**config.mk**
```make
export PLATFORM = sky130hd
export DESIGN_NAME = mem_access_ctrl
export DESIGN_NICKNAME = d
export VERILOG_FILES = /design/src/rtl/mem_access_ctrl.sv
export SDC_FILE = /design/constraint.sdc
export NUM_CORES = 1
export LEC_CHECK = 0
export BUFFER_PORTS_ARGS = -buffer_cell sky130_fd_sc_hd__buf_2
export CAP_MARGIN = 20
export CORE_MARGIN = 2
export CORE_UTILIZATION = 49
export DETAILED_ROUTE_END_ITERATION = 12
export PLACE_DENSITY = 0.82
export SLEW_MARGIN = 40
export SYNTH_ARGS = -nofsm -noshare
export SYNTH_HDL_FRONTEND = slang
export SYNTH_SLANG_ARGS = --single-unit
export TNS_END_PERCENT = 100
```
**constraint.sdc**
```tcl
create_clock -name clk_i -period 2.4 [get_ports clk_i]
set_input_delay 0.24 -clock clk_i [delete_from_list [all_inputs] [get_ports clk_i]]
set_output_delay 0.24 -clock clk_i [all_outputs]
set_load 0.1 [all_outputs]
```
**src/rtl/mem_access_ctrl.sv**
```systemverilog
// mem_access_ctrl: MEM-stage data-memory controller driving a req/gnt/rvalid bus with byte enables and load extension
module mem_access_ctrl #(
    parameter int ADDR_WIDTH = 32,
    parameter int DATA_WIDTH = 32,
    parameter int TIMEOUT    = 255
) (
    input  logic                    clk_i,
    input  logic                    rst_i,
    input  logic [ADDR_WIDTH-1:0]   mem_addr_i,
    input  logic [DATA_WIDTH-1:0]   mem_data_i,
    input  logic                    mem_we_i,
    input  logic [3:0]              mem_op_i,
    input  logic [4:0]              reg_waddr_i,
    input  logic                    reg_we_i,
    input  logic [DATA_WIDTH-1:0]   reg_wdata_i,
    output logic                    bus_req_o,
    output logic                    bus_we_o,
    output logic [ADDR_WIDTH-1:0]   bus_addr_o,
    output logic [DATA_WIDTH/8-1:0] bus_be_o,
    output logic [DATA_WIDTH-1:0]   bus_wdata_o,
    input  logic                    bus_gnt_i,
    input  logic                    bus_rvalid_i,
    input  logic [DATA_WIDTH-1:0]   bus_rdata_i,
    output logic                    stall_req_o,
    output logic [4:0]              reg_waddr_o,
    output logic                    reg_we_o,
    output logic [DATA_WIDTH-1:0]   reg_wdata_o,
    output logic                    misalign_o,
    output logic                    bus_err_o
);
    localparam int BW = DATA_WIDTH / 8;
    typedef enum logic [1:0] {S_IDLE, S_REQ, S_WAIT, S_DONE} state_t;
    state_t state, nxt;
    logic [7:0] cnt;
    logic [DATA_WIDTH-1:0] rdata_q, lane, ext;
    logic is_b, is_h, is_w, ld, sto, acc, mis, go, busy, done_ok, to, capture;
    // an op whose store/load kind disagrees with mem_we_i is treated as NOP
    assign is_b = mem_op_i inside {4'd1, 4'd4, 4'd6};
    assign is_h = mem_op_i inside {4'd2, 4'd5, 4'd7};
    assign is_w = mem_op_i inside {4'd3, 4'd8};
    assign ld = (mem_op_i inside {[4'd1:4'd5]}) & ~mem_we_i;
    assign sto = (mem_op_i inside {[4'd6:4'd8]}) & mem_we_i;
    assign acc = ld | sto;
    assign mis = acc & ((is_h & mem_addr_i[0]) | (is_w & |mem_addr_i[1:0]));
    assign go = acc & ~mis;
    assign busy = (state == S_REQ) | (state == S_WAIT);
    assign done_ok = (state == S_REQ & bus_gnt_i & (sto | bus_rvalid_i)) | (state == S_WAIT & bus_rvalid_i);
    assign to = busy & (cnt == 8'(TIMEOUT - 1));
    assign capture = ld & bus_rvalid_i & ((state == S_REQ & bus_gnt_i) | state == S_WAIT);
    always_ff @(posedge clk_i or negedge rst_i) begin
        if (!rst_i) state <= S_IDLE;
        else state <= nxt;
    end
    always_comb begin
        nxt = state;
        case (state)
            S_IDLE: nxt = go ? S_REQ : S_IDLE;
            S_REQ:  nxt = (done_ok | to) ? S_DONE : bus_gnt_i ? S_WAIT : S_REQ;
            S_WAIT: nxt = (done_ok | to) ? S_DONE : S_WAIT;
            default: nxt = S_IDLE;
        endcase
    end
    always_ff @(posedge clk_i or negedge rst_i) begin
        if (!rst_i) begin
            bus_req_o   <= 1'b0;
            bus_we_o    <= 1'b0;
            bus_err_o   <= 1'b0;
            bus_be_o    <= '0;
            bus_addr_o  <= '0;
            bus_wdata_o <= '0;
            rdata_q     <= '0;
            cnt         <= '0;
        end else begin
            bus_req_o <= nxt == S_REQ;
            bus_err_o <= to & ~done_ok;
            if (state == S_IDLE && go) begin
                bus_we_o    <= sto;
                bus_addr_o  <= {mem_addr_i[ADDR_WIDTH-1:2], 2'b00};
                bus_be_o    <= is_b ? BW'(1) << mem_addr_i[1:0] : is_h ? BW'(3) << mem_addr_i[1:0] : '1;
                bus_wdata_o <= is_b ? {(DATA_WIDTH/8){mem_data_i[7:0]}} : is_h ? {(DATA_WIDTH/16){mem_data_i[15:0]}} : mem_data_i;
                cnt         <= '0;
            end else if (busy) cnt <= cnt + 8'd1;
            if (capture) rdata_q <= bus_rdata_i;
        end
    end
    assign lane = rdata_q >> {mem_addr_i[1:0], 3'b000};
    assign ext = mem_op_i == 4'd1 ? {{(DATA_WIDTH-8){lane[7]}}, lane[7:0]} :
                 mem_op_i == 4'd2 ? {{(DATA_WIDTH-16){lane[15]}}, lane[15:0]} :
                 mem_op_i == 4'd4 ? {{(DATA_WIDTH-8){1'b0}}, lane[7:0]} :
                 mem_op_i == 4'd5 ? {{(DATA_WIDTH-16){1'b0}}, lane[15:0]} : lane;
    // stall is gated by reset so an in-flight access releases upstream at once
    assign stall_req_o = rst_i & ((state == S_IDLE & go) | busy);
    assign misalign_o = mis;
    assign reg_waddr_o = reg_waddr_i;
    assign reg_we_o = state == S_IDLE ? reg_we_i & ~acc : state == S_DONE ? reg_we_i & ~bus_err_o : 1'b0;
    assign reg_wdata_o = (state == S_DONE & ld & ~bus_err_o) ? ext : reg_wdata_i;
endmodule

```
# [After elaboration in Yosys (flattened, before gate mapping)]
# Cells that the tools add are included.
# W data, S select, Z words.
[word_totals] in_bits=143 output_inout_bits=111 register_bits=111 word_cells=89
[op_classes] mux=18 bitwise=32 eq_ne=13 n_shift=3 order_cmp=4 add_sub_neg=1 reduce_logical=9
[ops] cell="$mux W32" count=7
[ops] cell="$shr A32 B5 Y32" count=1
[ops] cell="$and A1 B1 Y1" count=19
[ops] cell="$eq A4 B3 Y1 const B" count=4
[ops] cell="$mux W8" count=2
[ops] cell="$add A8 B1 Y8 const B" count=1
[ops] cell="$eq A4 B2 Y1 const B" count=2
[ops] cell="$eq A8 B8 Y1 const B" count=1
[ops] cell="$mux W4" count=2
[ops] cell="$or A1 B1 Y1" count=8
[ops] cell="$pmux W2 S3" count=1
[ops] cell="$reduce_bool A3 Y1" count=2
[ops] cell="$not A1 Y1" count=5
[ops] cell="$eq A2 B1 Y1 const B" count=2
[ops] cell="$eq A2 B2 Y1 const B" count=2
[ops] cell="$eq A4 B1 Y1 const B" count=1
[ops] cell="$eq A4 B4 Y1 const B" count=1
[ops] cell="$ge A4 B1 Y1 const B" count=1
[ops] cell="$ge A4 B3 Y1 const B" count=1
[ops] cell="$le A4 B3 Y1 const B" count=1
[ops] cell="$le A4 B4 Y1 const B" count=1
[ops] cell="$mux W1" count=4
[ops] cell="$mux W2" count=2
[ops] cell="$reduce_bool A2 Y1" count=2
[ops] cell="other kinds (5)" count=7

# [Logic depth before layout (Yosys ltp)]
# Gate-level depths: netlist (run 1).
[depth] ltp_word=10 mapped_depth=10 ltp_nobuf=7

# [Worst setup path after synthesis (run 1)]
# Ideal clock, no wire load.
[synth_path] kind="reg-to-output" start="register bus_err_o" end="output reg_wdata_o[16]" setup_slack_ns=-1.830 required_time_ns=2.160 stages_incl_launch_ff=5 t_arrival_ns=3.990 n_path_buf=0 cell_sequence="dfrtp_1 -> nand2b_1 -> a211oi_1 -> o21ai_1 -> o21ai_0"
[synth_via] elab_chain_len=3
[synth_lines] item="from (decl)" line_no="29" rtl="output logic bus_err_o"
[synth_lines] item="from (signal assigned)" line_no="75" rtl="bus_err_o <= to & ~done_ok;"
[synth_lines] item="$not A1 Y1" line_no="96" rtl="assign reg_wdata_o = (state == S_DONE & ld & ~bus_err_o) ? ext : reg_wdata_i;"
[synth_lines] item="$and A1 B1 Y1" line_no="96"
[synth_lines] item="$mux W32" line_no="96"
[synth_lines] item="to (decl)" line_no="27" rtl="output logic [DATA_WIDTH-1:0] reg_wdata_o,"
# Every way passes these cells.

# [Final worst setup path (run 1)]
[layout_path] start="register state[0]" end="output reg_wdata_o[26]"
[layout_via] elab_chain_len=4
[layout_lines] item="from (decl)" line_no="33" rtl="state_t state, nxt;"
[layout_lines] item="from (signal assigned)" line_no="52" rtl="else state <= nxt;"
[layout_lines] item="$eq A2 B2 Y1" line_no="96"
[layout_lines] item="$and A1 B1 Y1 (2 in a row)" line_no="96"
[layout_lines] item="$mux W32" line_no="96"
# Every way passes these cells.

==> results of run 1 <==
==> cells by family (layout without fill, tap and decap cells) <==
| kind of cell | count (synthesis) | after routing | share of synthesized area, % |
|---|---|---|---|
| XOR/XNOR | 9 | 9 | 1.31 |
| other | 1 | 3 | 0.0625 |
| AO/OA/AOI/OAI | 90 | 90 | 9.79 |
| multiplexers | 138 | 138 | 26.0 |
| AND/OR/NAND/NOR | 134 | 134 | 9.77 |
| adder cells (fa/ha/maj) | 10 | 10 | 2.09 |
| buffers and inverters | 52 | 301 | 4.65 |
| flip-flops | 111 | 111 | 46.3 |
==> registers in the layout, indices dropped and copies added, names as in the netlist <==
name and cells:
cnt 8, bus_addr_o 30, bus_err_o 1, bus_we_o 1
state 2, bus_wdata_o 32, bus_be_o 4, rdata_q 32
bus_req_o 1
==> power groups by stage <==
stage	sequential [uW]	clock, uW	combinational [uW]
final	3340	1440	7910
after CTS	3320	1460	7880
after global routing	3430	1530	8200
after detailed placement	3330	0	7840
after floorplan	7440	0	2150
after global placement	3270	0	7700
==> cell type report <==
class / instances / share of cell area [%]
clock inverter: 5 / 0.463
timing repair buffer: 274 / 23.8
clock buffer: 11 / 2.80
inverter: 11 / 0.477
multi-input combinational: 383 / 38.2
antenna: 1 / 0.0289
tap: 147 / 2.12
sequential: 111 / 32.1
==> metrics by stage <==
stage	utilization (%)	area [sq um]	setup TNS, ns	hold slack [ns]	instances
floorplan	-	6320	-3.55	-0.0556	546
global placement	68.2	8160	0	0.148	921
detailed placement	68.3	8170	-0.0891	0.154	921
CTS	71.4	8540	0	0.111	939
global route	72.4	8660	-0.0415	0.109	943
finish	72.4	8660	0	0.113	943
==> metal layers <==
layer / up-vias / part of all wire, %
li1: 2403 / -
met5: - / 0
met4: 0 / 2.2
met1: 2571 / 38
met3: 30 / 7.6
met2: 239 / 52
==> worst max path at each step <==
stage	startpoint	end
5_1_grt	state[1]$_DFF_PN0_	reg_wdata_o[26]
3_5_place_dp	state[1]$_DFF_PN0_	reg_wdata_o[29]
3_3_place_gp	state[0]$_DFF_PN0_	reg_wdata_o[31]
2_1_floorplan	bus_err_o$_DFF_PN0_	reg_wdata_o[24]
6_report	state[0]$_DFF_PN0_	reg_wdata_o[26]
4_1_cts	state[0]$_DFF_PN0_	reg_wdata_o[29]
==> cell usage in the layout, fill, tap and decap left out, types with 9 or more instances in the layout <==
cell type  Yosys  final
a21oi_1       30     13
a21oi_4        0     15
buf_12         0     41
buf_2         10    205
buf_4         11     27
clkbuf_16      0      9
dfrtp_1      111    110
ha_1          10      9
inv_1         11     11
mux2_2       117    117
mux2i_1       14     13
nand2_1       61     53
nor2_1        50     49
o22ai_1       12     12
==> critical path, delay by kind of cell, from the launching register on <==
kind / cells / cell delay [ns]
AO/OA/AOI/OAI: 4 / 0.77
flip-flops: 1 / 0.40
AND/OR/NAND/NOR: 1 / 0.05
adder cells (fa/ha/maj): 1 / 0.18
buffers and inverters: 2 / 0.34
==> repair_timing <==
item                                   in CTS  in global routing
gates resized for setup                    18                 18
pin swaps                                   0                  7
endpoints found under the hold margin      20                  0
setup endpoints to repair                   8                 16
setup buffers                               1                  3
hold buffers                                1                  0
==> results_dict.tcl, run 1 <==
set metrics [dict create \
    syn_inst 545 \
    worstPathArrival_ns 2.11 \
    vias 5243 \
    synthTopCellsByCount "mux2_2 (117), dfrtp_1 (111), nand2_1 (61)" \
    fp.dieW_um 115 \
    fp-row-count 40 \
    met3_usage_pct 7.46 \
    layout.nets 943 \
    cts_buffer_depth 2 \
    clockRootBuffer "clkbuf_16" \
    numClockSinks 111 \
    antenna_found_initial 1 \
    fillers 815 \
    relSlewSlack_pct 46.3 \
    grt_busiest_layer "met2" \
    synth.most_common_cell "mux2_2" \
    crit_type "reg -> out" \
    irDropWorstVdd_uv 2080 \
    skew_ns 0.00763 \
    cp.required_ns 2.16 \
    syn_area_per_cell_sq_um 11.0 \
    rsz0062_at_grt "yes" \
    drive_above_1_share_pct 58.1 \
    dr.pass1.iters 4 \
    clk_pin_slew_ns 0.08 \
    maxCapViolCount 0 \
    crit_chain "ha_4 -> nand2b_4 -> a211o_1 -> a41oi_4 -> a21boi_4 -> buf_12 -> a21oi_4 -> buf_12" \
    dp_slack_ns -0.0163 \
    maxSlewViolCount 0 \
    endpoint_kind "primary output" \
    hold_end "bus_addr_o[3]$_DFFE_PN0N_" \
    setup_violations 0 \
    ys_ff_latch 111 \
    syn_to_final_growth_pct 44.4 \
    cp-start-kind "flop" \
    worst_pin_slew_ns 0.805 \
    finalCriticalPeriod_ns 2.35 \
    dieArea_sq_um 13100 \
    grt_start_max_net_pins 51 \
    drc 0 \
    grt_pass1_wl_um 28600 \
    reg2reg_depth 9 \
    switching_share_pct 57.9 \
    drt_iter0_drc 243 \
    max_clock_freq_mhz 425 \
    use_met2_pct 50.7 \
    grt.overflow.total 0 \
    synth_area_leaders "dfrtp_1 (46%), mux2_2 (22%), nand2_1 (3.8%)" \
    core-area_sq_um 12000 \
    wl_per_cell_um 19.4 \
    totalWireLength_um 18300 \
    synthFlopType "dfrtp_1" \
    p_int_uw 5340 \
    r2r-end "bus_req_o$_DFF_PN0_" \
    status "finished, final reports clean" \
    min_path_cells 2 \
    p_switching_uw 7340 \
    synth_edf_count 0 \
    cts_tree "yes" \
    holdCritStartpoint "mem_addr_i[3]" \
    yosysTopAreaCell "dfrtp_1" \
    hp-class "in -> reg" \
    p_clk_share_pct 11.4 \
    critPathMaxStageDelay_ns 0.40 \
    viasPerCell 5.56 \
    grt_pass1_vias 5644 \
    p_total_uw 12700 \
    yosys.area.top_type_share_pct 46.3 \
    synthArstFlopShare_pct 100 \
    htree_levels 3 \
    fin_ws_ns 0.0496 \
    ys_seq_area_share_pct 46.3 \
    grt_usage_pct 28.0 \
    multi_input_area_sq_um 3300 \
    total_leakage_power_uw 0.00410 \
    cts_made_buffers 9 \
    synthDistinctLibCells 53 \
    pin_count 254 \
    critical_path.max_fanout 8 \
    synth_area_sq_um 6000 \
    crit_path_frequent_cell "buf_12" \
    hold_violations 0 \
    synth_warnings 0 \
    timing.final.crit_share_pct 97.9 \
    die_h_um 115 \
    r2r_start "state[1]$_DFF_PN0_" \
    p_seq_share_pct 26.3 \
    use_met1_pct 31.8 \
    power_density_nw_per_um2 1470 \
    io_buffers 241 \
    detail-route-antenna-nets 0 \
    power_frac_comb_pct 62.3 \
    hpwl_um 13900 \
    clk_latency_ns 0.35 \
    initial_core_util_pct 50.1 \
    finalWeightedCongestion 0.875 \
    slowest_stage "dfrtp_1" \
    seq_area_sq_um 2780 \
    rrSetupSlack_ns 0.21 \
]
No activity file was read; power rests on OpenSTA's default activity.
==> run 2, diff against run 1 <==
BUFFER_PORTS_ARGS = -buffer_cell sky130_fd_sc_hd__buf_4   (was -buffer_cell sky130_fd_sc_hd__buf_2)
CORE_UTILIZATION = 40   (was 49)
PLACE_DENSITY = 0.69   (was 0.82)
==> results_dict.tcl, run 2 (same netlist as run 1, synthesis figures left out) <==
set metrics [dict create \
    maxSlewViolCount 0 \
    crit_family "compound AO/OA/AOI/OAI gates" \
    hp-class "in -> async" \
    io_buffers 241 \
    power_frac_comb_pct 61.9 \
    layout.nets 933 \
    multi_input_area_sq_um 3280 \
    clk_pin_slew_ns 0.07 \
    clockRootBuffer "clkbuf_16" \
    crit_chain "nand2b_4 -> a211o_1 -> a41oi_4 -> a21boi_4 -> buf_12 -> a21oi_4 -> buf_12" \
    crit_path_frequent_cell "buf_12" \
    hold_slack_ns -0.0482 \
    reg_top3 "bus_wdata_o (32), rdata_q (32), bus_addr_o (30)" \
    drt_iter0_drc 175 \
    core-area_sq_um 14600 \
    diodes 0 \
    detail-route-antenna-nets 0 \
    p_seq_share_pct 25.8 \
    final_common_cell "buf_4" \
    htree_levels 3 \
    dieArea_sq_um 16000 \
    clk_latency_ns 0.35 \
    drive_above_1_share_pct 57.5 \
    mostFrequentLayoutCells "buf_4 (229), mux2_2 (117), dfrtp_1 (109), nand2_1 (53), nor2_1 (49)" \
    fp-row-count 44 \
    syn_to_final_growth_pct 49.1 \
    skew_ns 0.00755 \
    wl_per_cell_um 18.6 \
    rsz0062_at_grt "yes" \
    cp-start-kind "flop" \
    grt_pass1_vias 5377 \
    stdcell_area_sq_um 8940 \
    antenna_found_initial 0 \
    hpwl_um 13800 \
    violations "negative hold slack" \
    setup_violations 0 \
    irDropWorstVdd_uv 1480 \
    cts_tree "yes" \
    grt_pass1_wl_um 28200 \
    placed_cell_area_sq_um 8370 \
    fp.dieW_um 126 \
    cp.required_ns 2.16 \
    grt.overflow.total 0 \
    die_h_um 126 \
    dr.pass1.iters 4 \
    maxCapViolCount 0 \
    critPathMaxStageDelay_ns 0.48 \
    p_switching_uw 7330 \
    vias 4983 \
    p_int_uw 5840 \
    p_clk_share_pct 12.4 \
    hold_violations 13 \
    finalCriticalPeriod_ns 2.36 \
    power_density_nw_per_um2 1470 \
    grt_usage_pct 22.5 \
    initial_core_util_pct 41.1 \
    max_clock_freq_mhz 424 \
    pin_count 254 \
    grt_start_max_net_pins 112 \
    crit_type "reg -> out" \
    viasPerCell 5.15 \
    status "finished, violations left" \
    critical_path.max_fanout 8 \
    worstPathArrival_ns 2.12 \
    drc 0 \
    cts_made_buffers 9 \
    seq_area_sq_um 2780 \
    critPathBufInv 2 \
    totalWireLength_um 18000 \
    relSlewSlack_pct 49.0 \
    slowest_stage "dfrtp_4" \
    timing.final.crit_share_pct 98.4 \
    finalWeightedCongestion 0.887 \
    fin_setup_tns_ns 0 \
    worst_pin_slew_ns 0.763 \
    cts_buffer_depth 2 \
    fillers 1181 \
    endpoint_kind "primary output" \
    total_leakage_power_uw 0.00418 \
    switching_share_pct 55.7 \
    numClockSinks 111 \
]
## run 2: cell types whose count changed in the layout (fill, tap and decap cells not counted), sizes merged
cell,delta
clkinvlp,-2
buf,-9
diode,-1
bufinv,+2
inv,-1
dlygate4sd3,-1
## run 2: final cells by class
type	instances	share of cell area [%]
clock buffer	11	2.71
clock inverter	4	0.881
inverter	11	0.462
multi-input combinational	383	36.7
sequential	111	31.1
tap	184	2.57
timing repair buffer	264	25.6
## run 2: layer usage
metal / GRT usage (%) / up-vias / wire length (um)
met3: 7.72 / 26 / 1530
met4: 6.46 / 0 / 309
met2: 38.8 / 206 / 8970
li1: - / 2371 / -
met5: 0 / - / 0
met1: 26.5 / 2380 / 7150
## run 2: worst paths after layout
check | slack, ns | endpoint | start | cells past startpoint
max | 0.04 | reg_wdata_o[24] | bus_err_o$_DFF_PN0_ | 7
min in group clk_i | 0.11 | bus_addr_o[2]$_DFFE_PN0N_ | mem_addr_i[2] | 2
min reg2reg | 0.51 | bus_wdata_o[19]$_DFFE_PN0N_ | bus_wdata_o[19]$_DFFE_PN0N_ | 1
max reg2reg | 0.37 | bus_req_o$_DFF_PN0_ | state[1]$_DFF_PN0_ | 8
min | -0.05 | rdata_q[28]$_DFFE_PN0P_ | rst_i | 2
max in group asynchronous | 1.92 | rdata_q[23]$_DFFE_PN0P_ | rst_i | 2
## run 2: power by group through the flow
stage | Sequential (uW) | Combinational [uW] | Clock [uW]
4_1_cts | 3390 | 8170 | 1680
3_5_place_dp | 3410 | 8090 | 0
5_1_grt | 3500 | 8470 | 1760
2_1_floorplan | 7440 | 2150 | 0
6_report | 3400 | 8150 | 1630
3_3_place_gp | 3360 | 8000 | 0
## run 2: through the flow
| step | cells | utilization (%) | setup slack [ns] | total power, uW |
|---|---|---|---|---|
| floorplan | 546 | - | -0.414 | 9590 |
| global placement | 949 | 57.3 | 0.221 | 11400 |
| detailed placement | 949 | 57.4 | 0.143 | 11500 |
| CTS | 968 | 60.6 | -0.0101 | 13200 |
| global route | 968 | 61.3 | -0.0316 | 13700 |
| finish | 968 | 61.3 | 0.0394 | 13200 |
## run 2: repair_timing
item / in CTS / in global routing
resized for setup: 27 / 28
hold endpoints to repair: 0 / 0
hold buffers: 0 / 0
cloned: 0 / 0
setup buffers: 4 / 0
pin swaps: 10 / 2
endpoints found under the setup margin: 29 / 29
